==> config.mk <==
export PLATFORM = sky130hd
export DESIGN_NAME = dc_pwm_capture
export DESIGN_NICKNAME = d
export VERILOG_FILES = /design/src/rtl/dc_pwm_capture.sv
export SDC_FILE = /design/constraint.sdc
export NUM_CORES = 1
export LEC_CHECK = 0
export CORE_MARGIN = 8
export CORE_UTILIZATION = 56
export DETAILED_ROUTE_END_ITERATION = 7
export MAX_ROUTING_LAYER = met4
export PLACE_DENSITY = 0.76
export SYNTH_ARGS = -nofsm -noshare
export SYNTH_HDL_FRONTEND = slang
export SYNTH_SLANG_ARGS = --single-unit
==> constraint.sdc <==
create_clock -name clk -period 5.35 [get_ports clk]
set_input_delay 1.07 -clock clk [delete_from_list [all_inputs] [get_ports clk]]
set_output_delay 1.07 -clock clk [all_outputs]
set_load 0.1 [all_outputs]
==> src/rtl/dc_pwm_capture.sv <==
// dc_pwm_capture: receive-side monitor for the DC motor H-bridge PWM drive pair.
// Measures each PWM period (active rising edge to active rising edge) and reports
// the drive direction, the duty in integer percent and the period length in clocks.
// A no-edge timeout reports 0 % or 100 % so a stuck output is still visible.
// Optional feature macro: DC_CAP_GLITCH_FILTER_EN enables a FILTER_LEN-deep
// stability filter on the active level. The default build uses the raw
// synchronized level.
module dc_pwm_capture #(
    parameter int CLK_FRE    = 50,
    parameter int TIMEOUT_MS = 40,
    parameter int FILTER_LEN = 4
) (
    input  logic        clk,
    input  logic        rst,
    input  logic [1:0]  dc_io,
    output logic        dc_dir,
    output logic [7:0]  dc_duty,
    output logic [23:0] period_cnt,
    output logic        duty_valid,
    output logic        fault
);

    localparam int          TO_CYC    = TIMEOUT_MS * 1000 * CLK_FRE;
    localparam logic [23:0] TO_LAST   = 24'(TO_CYC - 1);
    localparam logic [23:0] CNT_MAX   = 24'hFF_FFFF;
    localparam logic [2:0]  DIV_FIRST = 3'd6;

    // Elaboration-time parameter sanity checks
    if (TO_CYC < 1 || TO_CYC >= 16777216) begin : g_to_range
        $error("dc_pwm_capture: timeout window does not fit the 24-bit counter");
    end
    if (FILTER_LEN < 1) begin : g_flt_range
        $error("dc_pwm_capture: FILTER_LEN must be at least 1");
    end

    typedef enum logic [1:0] {
        ST_IDLE = 2'd0,
        ST_MEAS = 2'd1,
        ST_DIV  = 2'd2,
        ST_OUT  = 2'd3
    } state_t;

    // Saturating 24-bit increment shared by all counters
    function automatic logic [23:0] sat_inc(input logic [23:0] v);
        logic [23:0] r;
        if (v == CNT_MAX) begin
            r = v;
        end else begin
            r = v + 24'd1;
        end
        return r;
    endfunction

    // high * 100 built from shifts: 100 = 64 + 32 + 4
    function automatic logic [30:0] times100(input logic [23:0] v);
        logic [30:0] w;
        w = {7'd0, v};
        return (w << 6) + (w << 5) + (w << 2);
    endfunction

    // ------------------------------------------------------------------
    // Input conditioning
    // ------------------------------------------------------------------
    logic [1:0] sync1_q;
    logic [1:0] sync_q;
    logic       fault_q;
    logic       act_raw_s;
    logic       act_s;
    logic       dir_s;
    logic       act_prev_q;
    logic       rise_s;

    // Two-flop synchronizer; fault is taken from the first stage so it lines up with sync_q
    always_ff @(posedge clk) begin
        if (rst) begin
            sync1_q <= 2'b00;
            sync_q  <= 2'b00;
            fault_q <= 1'b0;
        end else begin
            sync1_q <= dc_io;
            sync_q  <= sync1_q;
            fault_q <= sync1_q[1] & sync1_q[0];
        end
    end

    // Exactly one leg driven means the bridge is actively driving; 2'b11 counts as inactive
    assign act_raw_s = sync_q[1] ^ sync_q[0];
    assign dir_s     = sync_q[1];

`ifdef DC_CAP_GLITCH_FILTER_EN
    localparam int FLT_W = (FILTER_LEN > 1) ? $clog2(FILTER_LEN) : 1;

    logic [FLT_W-1:0] flt_cnt_q;
    logic [FLT_W-1:0] flt_cnt_d;
    logic             act_flt_q;
    logic             act_flt_d;

    // Accept a new active level only after it has held for FILTER_LEN samples
    always_comb begin
        flt_cnt_d = flt_cnt_q;
        act_flt_d = act_flt_q;
        if (act_raw_s == act_flt_q) begin
            flt_cnt_d = {FLT_W{1'b0}};
        end else if (flt_cnt_q == FLT_W'(FILTER_LEN - 1)) begin
            act_flt_d = act_raw_s;
            flt_cnt_d = {FLT_W{1'b0}};
        end else begin
            flt_cnt_d = flt_cnt_q + FLT_W'(1);
        end
    end

    // Filter state registers
    always_ff @(posedge clk) begin
        if (rst) begin
            flt_cnt_q <= {FLT_W{1'b0}};
            act_flt_q <= 1'b0;
        end else begin
            flt_cnt_q <= flt_cnt_d;
            act_flt_q <= act_flt_d;
        end
    end

    assign act_s = act_flt_q;
`else
    assign act_s = act_raw_s;
`endif

    // Previous active level for rising-edge detection
    always_ff @(posedge clk) begin
        if (rst) begin
            act_prev_q <= 1'b0;
        end else begin
            act_prev_q <= act_s;
        end
    end

    assign rise_s = act_s & ~act_prev_q;

    // ------------------------------------------------------------------
    // Measurement, division and reporting
    // ------------------------------------------------------------------
    state_t      state_q,     state_d;
    logic [23:0] period_q,    period_d;
    logic [23:0] high_q,      high_d;
    logic [23:0] to_cnt_q,    to_cnt_d;
    logic        dir_cur_q,   dir_cur_d;
    logic        dir_snap_q,  dir_snap_d;
    logic [30:0] rem_q,       rem_d;
    logic [23:0] den_q,       den_d;
    logic [5:0]  quot_q,      quot_d;
    logic [2:0]  step_q,      step_d;
    logic        dc_dir_q,    dc_dir_d;
    logic [7:0]  dc_duty_q,   dc_duty_d;
    logic [23:0] period_o_q,  period_o_d;
    logic        valid_q,     valid_d;

    logic        to_fire_s;
    logic [30:0] den_sh_s;
    logic        div_ge_s;
    logic        div_bit_s;

    // Timeout only applies while waiting for or measuring a period; an edge always wins
    assign to_fire_s = ((state_q == ST_IDLE) || (state_q == ST_MEAS)) && !rise_s
                       && (to_cnt_q >= TO_LAST);

    // Restoring division trial: divisor aligned to the current quotient bit
    assign den_sh_s = {7'd0, den_q} << step_q;
    assign div_ge_s = (rem_q >= den_sh_s);

    // Next-state logic: counters, FSM transitions, divider step and output staging
    always_comb begin
        state_d    = state_q;
        period_d   = period_q;
        high_d     = high_q;
        to_cnt_d   = to_cnt_q;
        dir_cur_d  = dir_cur_q;
        dir_snap_d = dir_snap_q;
        rem_d      = rem_q;
        den_d      = den_q;
        quot_d     = quot_q;
        step_d     = step_q;
        dc_dir_d   = dc_dir_q;
        dc_duty_d  = dc_duty_q;
        period_o_d = period_o_q;
        valid_d    = 1'b0;
        div_bit_s  = 1'b0;

        // No-edge window restarts on every edge and on every timeout report
        if (rise_s || to_fire_s) begin
            to_cnt_d = 24'd0;
        end else begin
            to_cnt_d = sat_inc(to_cnt_q);
        end

        // Period and high-time counting runs in the background outside IDLE
        if (state_q != ST_IDLE) begin
            period_d = sat_inc(period_q);
            high_d   = act_s ? sat_inc(high_q) : high_q;
        end else begin
            period_d = period_q;
            high_d   = high_q;
        end

        // Every edge starts a new period, even when its snapshot is discarded
        if (rise_s) begin
            period_d  = 24'd1;
            high_d    = 24'd1;
            dir_cur_d = dir_s;
        end else begin
            dir_cur_d = dir_cur_q;
        end

        case (state_q)
            ST_IDLE: begin
                if (rise_s) begin
                    state_d = ST_MEAS;
                end else begin
                    state_d = ST_IDLE;
                end
            end
            ST_MEAS: begin
                if (rise_s) begin
                    rem_d      = times100(high_q);
                    den_d      = period_q;
                    dir_snap_d = dir_cur_q;
                    quot_d     = 6'd0;
                    step_d     = DIV_FIRST;
                    state_d    = ST_DIV;
                end else if (to_fire_s) begin
                    state_d = ST_IDLE;
                end else begin
                    state_d = ST_MEAS;
                end
            end
            ST_DIV: begin
                if (div_ge_s) begin
                    rem_d     = rem_q - den_sh_s;
                    div_bit_s = 1'b1;
                end else begin
                    rem_d     = rem_q;
                    div_bit_s = 1'b0;
                end
                quot_d = {quot_q[4:0], div_bit_s};
                step_d = step_q - 3'd1;
                if (step_q == 3'd0) begin
                    // Last quotient bit goes straight into the output register
                    dc_duty_d  = {1'b0, quot_q, div_bit_s};
                    dc_dir_d   = dir_snap_q;
                    period_o_d = den_q;
                    valid_d    = 1'b1;
                    state_d    = ST_OUT;
                end else begin
                    state_d = ST_DIV;
                end
            end
            ST_OUT: begin
                state_d = ST_MEAS;
            end
            default: begin
                state_d = ST_IDLE;
            end
        endcase

        // Timeout report: a held active level reads as 100 %, anything else as 0 %
        if (to_fire_s) begin
            if (act_s) begin
                dc_duty_d = 8'd100;
                dc_dir_d  = dir_s;
            end else begin
                dc_duty_d = 8'd0;
                dc_dir_d  = dc_dir_q;
            end
            period_o_d = 24'd0;
            valid_d    = 1'b1;
        end else begin
            valid_d = valid_d;
        end
    end

    // State, counter, divider and output registers
    always_ff @(posedge clk) begin
        if (rst) begin
            state_q    <= ST_IDLE;
            period_q   <= 24'd0;
            high_q     <= 24'd0;
            to_cnt_q   <= 24'd0;
            dir_cur_q  <= 1'b0;
            dir_snap_q <= 1'b0;
            rem_q      <= 31'd0;
            den_q      <= 24'd0;
            quot_q     <= 6'd0;
            step_q     <= 3'd0;
            dc_dir_q   <= 1'b0;
            dc_duty_q  <= 8'd0;
            period_o_q <= 24'd0;
            valid_q    <= 1'b0;
        end else begin
            state_q    <= state_d;
            period_q   <= period_d;
            high_q     <= high_d;
            to_cnt_q   <= to_cnt_d;
            dir_cur_q  <= dir_cur_d;
            dir_snap_q <= dir_snap_d;
            rem_q      <= rem_d;
            den_q      <= den_d;
            quot_q     <= quot_d;
            step_q     <= step_d;
            dc_dir_q   <= dc_dir_d;
            dc_duty_q  <= dc_duty_d;
            period_o_q <= period_o_d;
            valid_q    <= valid_d;
        end
    end

    assign dc_dir     = dc_dir_q;
    assign dc_duty    = dc_duty_q;
    assign period_cnt = period_o_q;
    assign duty_valid = valid_q;
    assign fault      = fault_q;

endmodule

* Word level (Yosys, flattened, before mapping)
Index checks and enable logic that the tools add are counted.
** Operators by class
- Add/sub/neg operators :: 7
- $lt $le $gt $ge :: 2
- Equal/unequal tests :: 11
- Shift operators :: 1
- Multiplexer cells :: 31
- Bitwise operators :: 6
- Reduce and logical (&&, ||, !) cells :: 26
** Operator list (number)
- 24-bit by 1-bit adder with 24-bit output (second input constant) :: 3
- 24-bit equality test (second input constant) :: 3
- 31-bit 2-to-1 mux :: 2
- 31-bit one-hot mux with 2 select lines :: 1
- 30-bit by 29-bit adder with 31-bit output :: 1
- 31-bit by 26-bit adder with 31-bit output :: 1
- 31-bit greater-or-equal comparator :: 1
- 24-bit by 3-bit left shift with 31-bit output :: 1
- 31-bit subtractor :: 1
- 24-bit by 21-bit greater-or-equal comparator with 1-bit output (second input constant) :: 1
- 8-bit 2-to-1 mux :: 3
- 1-bit 2-to-1 mux :: 18
- 6-bit one-hot mux with 2 select lines :: 1
- 2-bit AND reduction :: 6
- 3-bit AND reduction :: 4
- 2-bit nonzero test :: 6
- 2-bit != test (second input constant) :: 5
- 2-bit one-hot mux with 4 select lines :: 1
- 7-bit 2-to-1 mux :: 1
- 6-bit 2-to-1 mux :: 1
- 3-bit one-hot mux with 2 select lines :: 1
- 2-bit OR reduction :: 3
- 2-bit equality test (second input constant) :: 2
- 3-bit zero test :: 1
- other kinds (11) :: 16
** Storage, ports and cells
- Bits in registers :: 180
- Input port bits :: 4

* Longest topological paths before layout
- Depth in word-level cells :: 8
- Gate-level depth with buffers :: 20
- Gate-level depth less buffers :: 14

* Worst setup path before layout
Ideal clock, no wire load.
- Kind :: register -> register
- Start :: register step_q[0]
- End :: register rem_q[24]
- Library setup time :: 0.086 ns
- Arrival :: 4.202 ns
- Required time :: 5.264 ns
- Path slack :: 1.063 ns
- Cell stages (with the launch flop) :: 18
- Path buffers :: 3
- Clock period less this slack :: 4.287 ns
- Path through :: dfxtp_1 clkbuf_1 clkbuf_1 inv_1 clkbuf_1 nand2_1 nor3_1 ha_1 fa_1 and2b_1 o31a_2 o31ai_2 o311a_4 o21ai_4 a41oi_2 or4_1 and3_1 a211oi_1
** Between the ends
- Word-level cells in the longest chain between the ends :: 4
- Elaborated cells on any way between the ends :: 7
** RTL lines
- start, declared :: RTL line 151 : logic [2:0] step_q, step_d;
- start signal, assigned :: RTL line 307 : step_q <= step_d;
- 24-bit by 3-bit left shift with 31-bit output (*) :: RTL line 167 : assign den_sh_s = {7'd0, den_q} << step_q;
- 31-bit subtractor / 31-bit greater-or-equal comparator (equally long branches) :: RTL line 237, 168
- 31-bit 2-to-1 mux / 2-bit != test (equally long branches)
- 31-bit one-hot mux with 2 select lines / 3-bit AND reduction (equally long branches)
- end signal, assigned :: RTL line 304 : rem_q <= rem_d;
- end, declared :: RTL line 148 : logic [30:0] rem_q, rem_d;
Mark *: on every way between the ends. The rest lies on a longest branch, timed or not. The select of a mux whose other input is x is not followed.
A chain may end at the register's enable or synchronous reset.

* Worst setup path after layout
- Start :: register step_q[1]
- End :: register rem_q[20]
Same word-level chain as after synthesis.

==> impl_metrics.tcl <==
set metrics [dict create \
    drc 0 \
    powerDensity_nw_per_um2 278 \
    ant_nets 0 \
    start_util_pct 57.0 \
    worstPathArrival_ns 5.19 \
    hp-start "period_cnt[20]$_SDFFE_PP0P_" \
    ys_async_sr_fraction_pct 0 \
    fin_crit_sh_pct 90.4 \
    cpLargestDelayFamily "simple AND/OR/NAND/NOR gates" \
    fin_skew_ns 0.0122 \
    grt_pass1_vias 9207 \
    vias 9719 \
    clock_sinks 179 \
    crit_buf_inv 2 \
    drive_gt1_share_pct 6.56 \
    nNetsFinal 1483 \
    finalSetupTns_ns 0 \
    maxSlewHeadroom_pct 33.5 \
    timing.final.ws_setup_ns 0.515 \
    die_area_um2 25400 \
    critPathKind "flop to flop" \
    die_x_um 159 \
    htree_levels 4 \
    max_freq_mhz 207 \
    synth_nets 1491 \
    rr_endpoint "rem_q[20]$_SDFFE_PP0P_" \
    synthCells 1382 \
    totalPowerFinal_w 0.00350 \
    setup_viol 0 \
    drtIter0Drc 738 \
    worstPathRequired_ns 5.70 \
    grt_use_total_pct 22.4 \
    coreArea_um2 20200 \
    yosys.area.top_type "dfxtp_1" \
    syn_area_um2 11500 \
    hold_viol_final 0 \
    cts_tree "done" \
    cp_max_fo 27 \
    place_inst 1625 \
    viasPerCell 5.87 \
    drv_slew 0 \
    critPathMaxStageDelay_ns 0.81 \
    vdd_drop_max_mv 0.224 \
    cts_buffer_depth 2 \
    min_path_type "flop to flop" \
    fin_cells 1657 \
    grt_start_max_net_pins 82 \
    final_common_cell "nand2_1" \
    r2r_slack_ns 0.52 \
    hold_end "period_cnt[20]$_SDFFE_PP0P_" \
    crit_chain "buf_4 -> mux4_2 -> mux2i_1 -> ha_1 -> and2_0 -> nand3_1 -> nor4_1 -> o31ai_1 -> a31oi_2 -> or2_1 -> buf_4 -> nor2_1 -> a211oi_1" \
    endpoint_kind "flop" \
    area_growth_pct 9.56 \
    crit_slowest_cell "or2_1" \
    power_leakage_nw 4.99 \
    final_cell_mix "194 x nand2_1, 179 x dfxtp_1, 148 x nor2_1" \
    cts_resized 0 \
    synth_area_per_cell_um2 8.32 \
    r2r_cells 13 \
    finalCriticalPeriod_ns 4.83 \
    cts_buffers 17 \
    rr_startpoint "step_q[1]$_SDFFE_PP0P_" \
    tightest_slew_ns 0.995 \
    whs_path_depth 2 \
    antenna_found_initial 0 \
    hpwl_um 20400 \
    io_buffers 37 \
    fin_util_pct 62.4 \
    clock_latency_ns 0.45 \
    synth_edf_count 0 \
    start_kind "flop" \
    grt_overflow 0 \
    cts_hold_buf 0 \
    ys_seq_area_share_pct 31.2 \
    first_pass_iters 5 \
    crit_top_cell "buf_4" \
    synth-main-ff-cell "dfxtp_1" \
    pre_cts_ws_ns 0.587 \
    rsz0062_at_grt "false" \
    grt_pass1_wl_um 46100 \
    gp_congestion 0.907 \
    yosys_warnings 0 \
    clk_pin_slew_ns 0.08 \
    cap_violations 0 \
    ys_ff_latch 179 \
    status "completed" \
    antenna_cells 0 \
    die_height_um 159 \
    yosys.area.top_type_share_pct 31.2 \
    post_synth_num_cell_types 78 \
    drt-total-wl_um 27800 \
    rows 52 \
    wl_per_cell_um 16.8 \
    io_pins 39 \
    cts_setup_buffers 0 \
    netlist_top_cells_area "dfxtp_1 31%, ha_1 9.0%, nand2_1 6.3%" \
    root_buffer "clkbuf_16" \
]
metrics by stage:
stage                     hold slack [ns]  cell area [um2]
final                               0.458            12600
after global routing                0.467            12600
after CTS                           0.460            12600
after detailed placement            0.440            12000
after global placement              0.441            12000
after floorplan                     0.421            11500
metal layers:
metal / vias up / track usage [%] / part of all wire [%]
met3: 40 / 3.54 / 4.7
li1: 4832 / - / -
met4: 0 / 6.22 / 1.8
met1: 4605 / 29.0 / 47
met2: 242 / 35.8 / 46
met5: - / - / 0
area by class of cell:
| cell class | count | area [um2] |
|---|---|---|
| clock buffer | 17 | 425 |
| clock inverter | 15 | 210 |
| fill | 1768 | 7570 |
| inverter | 27 | 101 |
| multi-input combinational | 1098 | 7470 |
| sequential | 179 | 3580 |
| tap | 270 | 338 |
| timing repair buffer | 51 | 470 |
power breakdown:
| group | internal [W] | switching [W] |
|---|---|---|
| sequential | 0.00136 | 0.0000301 |
| combinational | 0.000320 | 0.000451 |
| clock | 0.000655 | 0.000689 |
| total | 0.00233 | 0.00117 |
cells in the mapped netlist (all sizes together), types with 31 or more instances:
cell and number:
nand3 43, nor2 149, nor3 38, xnor2 54, clkbuf 57, o21ai 43
ha 83, dfxtp 179, mux2i 31, nand2 194, a21oi 139, xor2 56
registers in the layout (all words and copies together) (netlist names), 2 cells and up, named ones only:
register    flops
rem_q          31
den_q          24
high_q         24
period_cnt     24
period_q       24
to_cnt_q       24
dc_duty         7
quot_q          6
step_q          3
sync1_q         2
sync_q          2
cell families after synthesis:
kind of cell / share of synthesized area, %
xor+xnor: 8.38
buf+inv: 3.93
mux: 5.93
fa+ha+maj: 12.9
other cells: 0.0326
compound gates: 16.6
simple gates: 21.1
flops: 31.2
worst max-delay path by stage:
stage	startpoint	endpoint	slack (ns)	depth (start not counted)
floorplan	step_q[0]$_SDFFE_PP0P_	rem_q[24]$_SDFFE_PP0P_	1.06	17
global placement	step_q[1]$_SDFFE_PP0P_	rem_q[19]$_SDFFE_PP0P_	0.71	13
detailed placement	step_q[1]$_SDFFE_PP0P_	rem_q[19]$_SDFFE_PP0P_	0.59	13
CTS	step_q[1]$_SDFFE_PP0P_	rem_q[19]$_SDFFE_PP0P_	0.57	13
global route	step_q[1]$_SDFFE_PP0P_	rem_q[20]$_SDFFE_PP0P_	0.25	13
finish	step_q[1]$_SDFFE_PP0P_	rem_q[20]$_SDFFE_PP0P_	0.52	13
worst min-delay path, delay by kind of cell (launching register included):
| family | cells | cell delay, ns |
|---|---|---|
| flip-flops | 1 | 0.31 |
| AO/OA/AOI/OAI | 1 | 0.05 |
| AND/OR/NAND/NOR | 1 | 0.05 |
(Power assumes the default switching activity.)
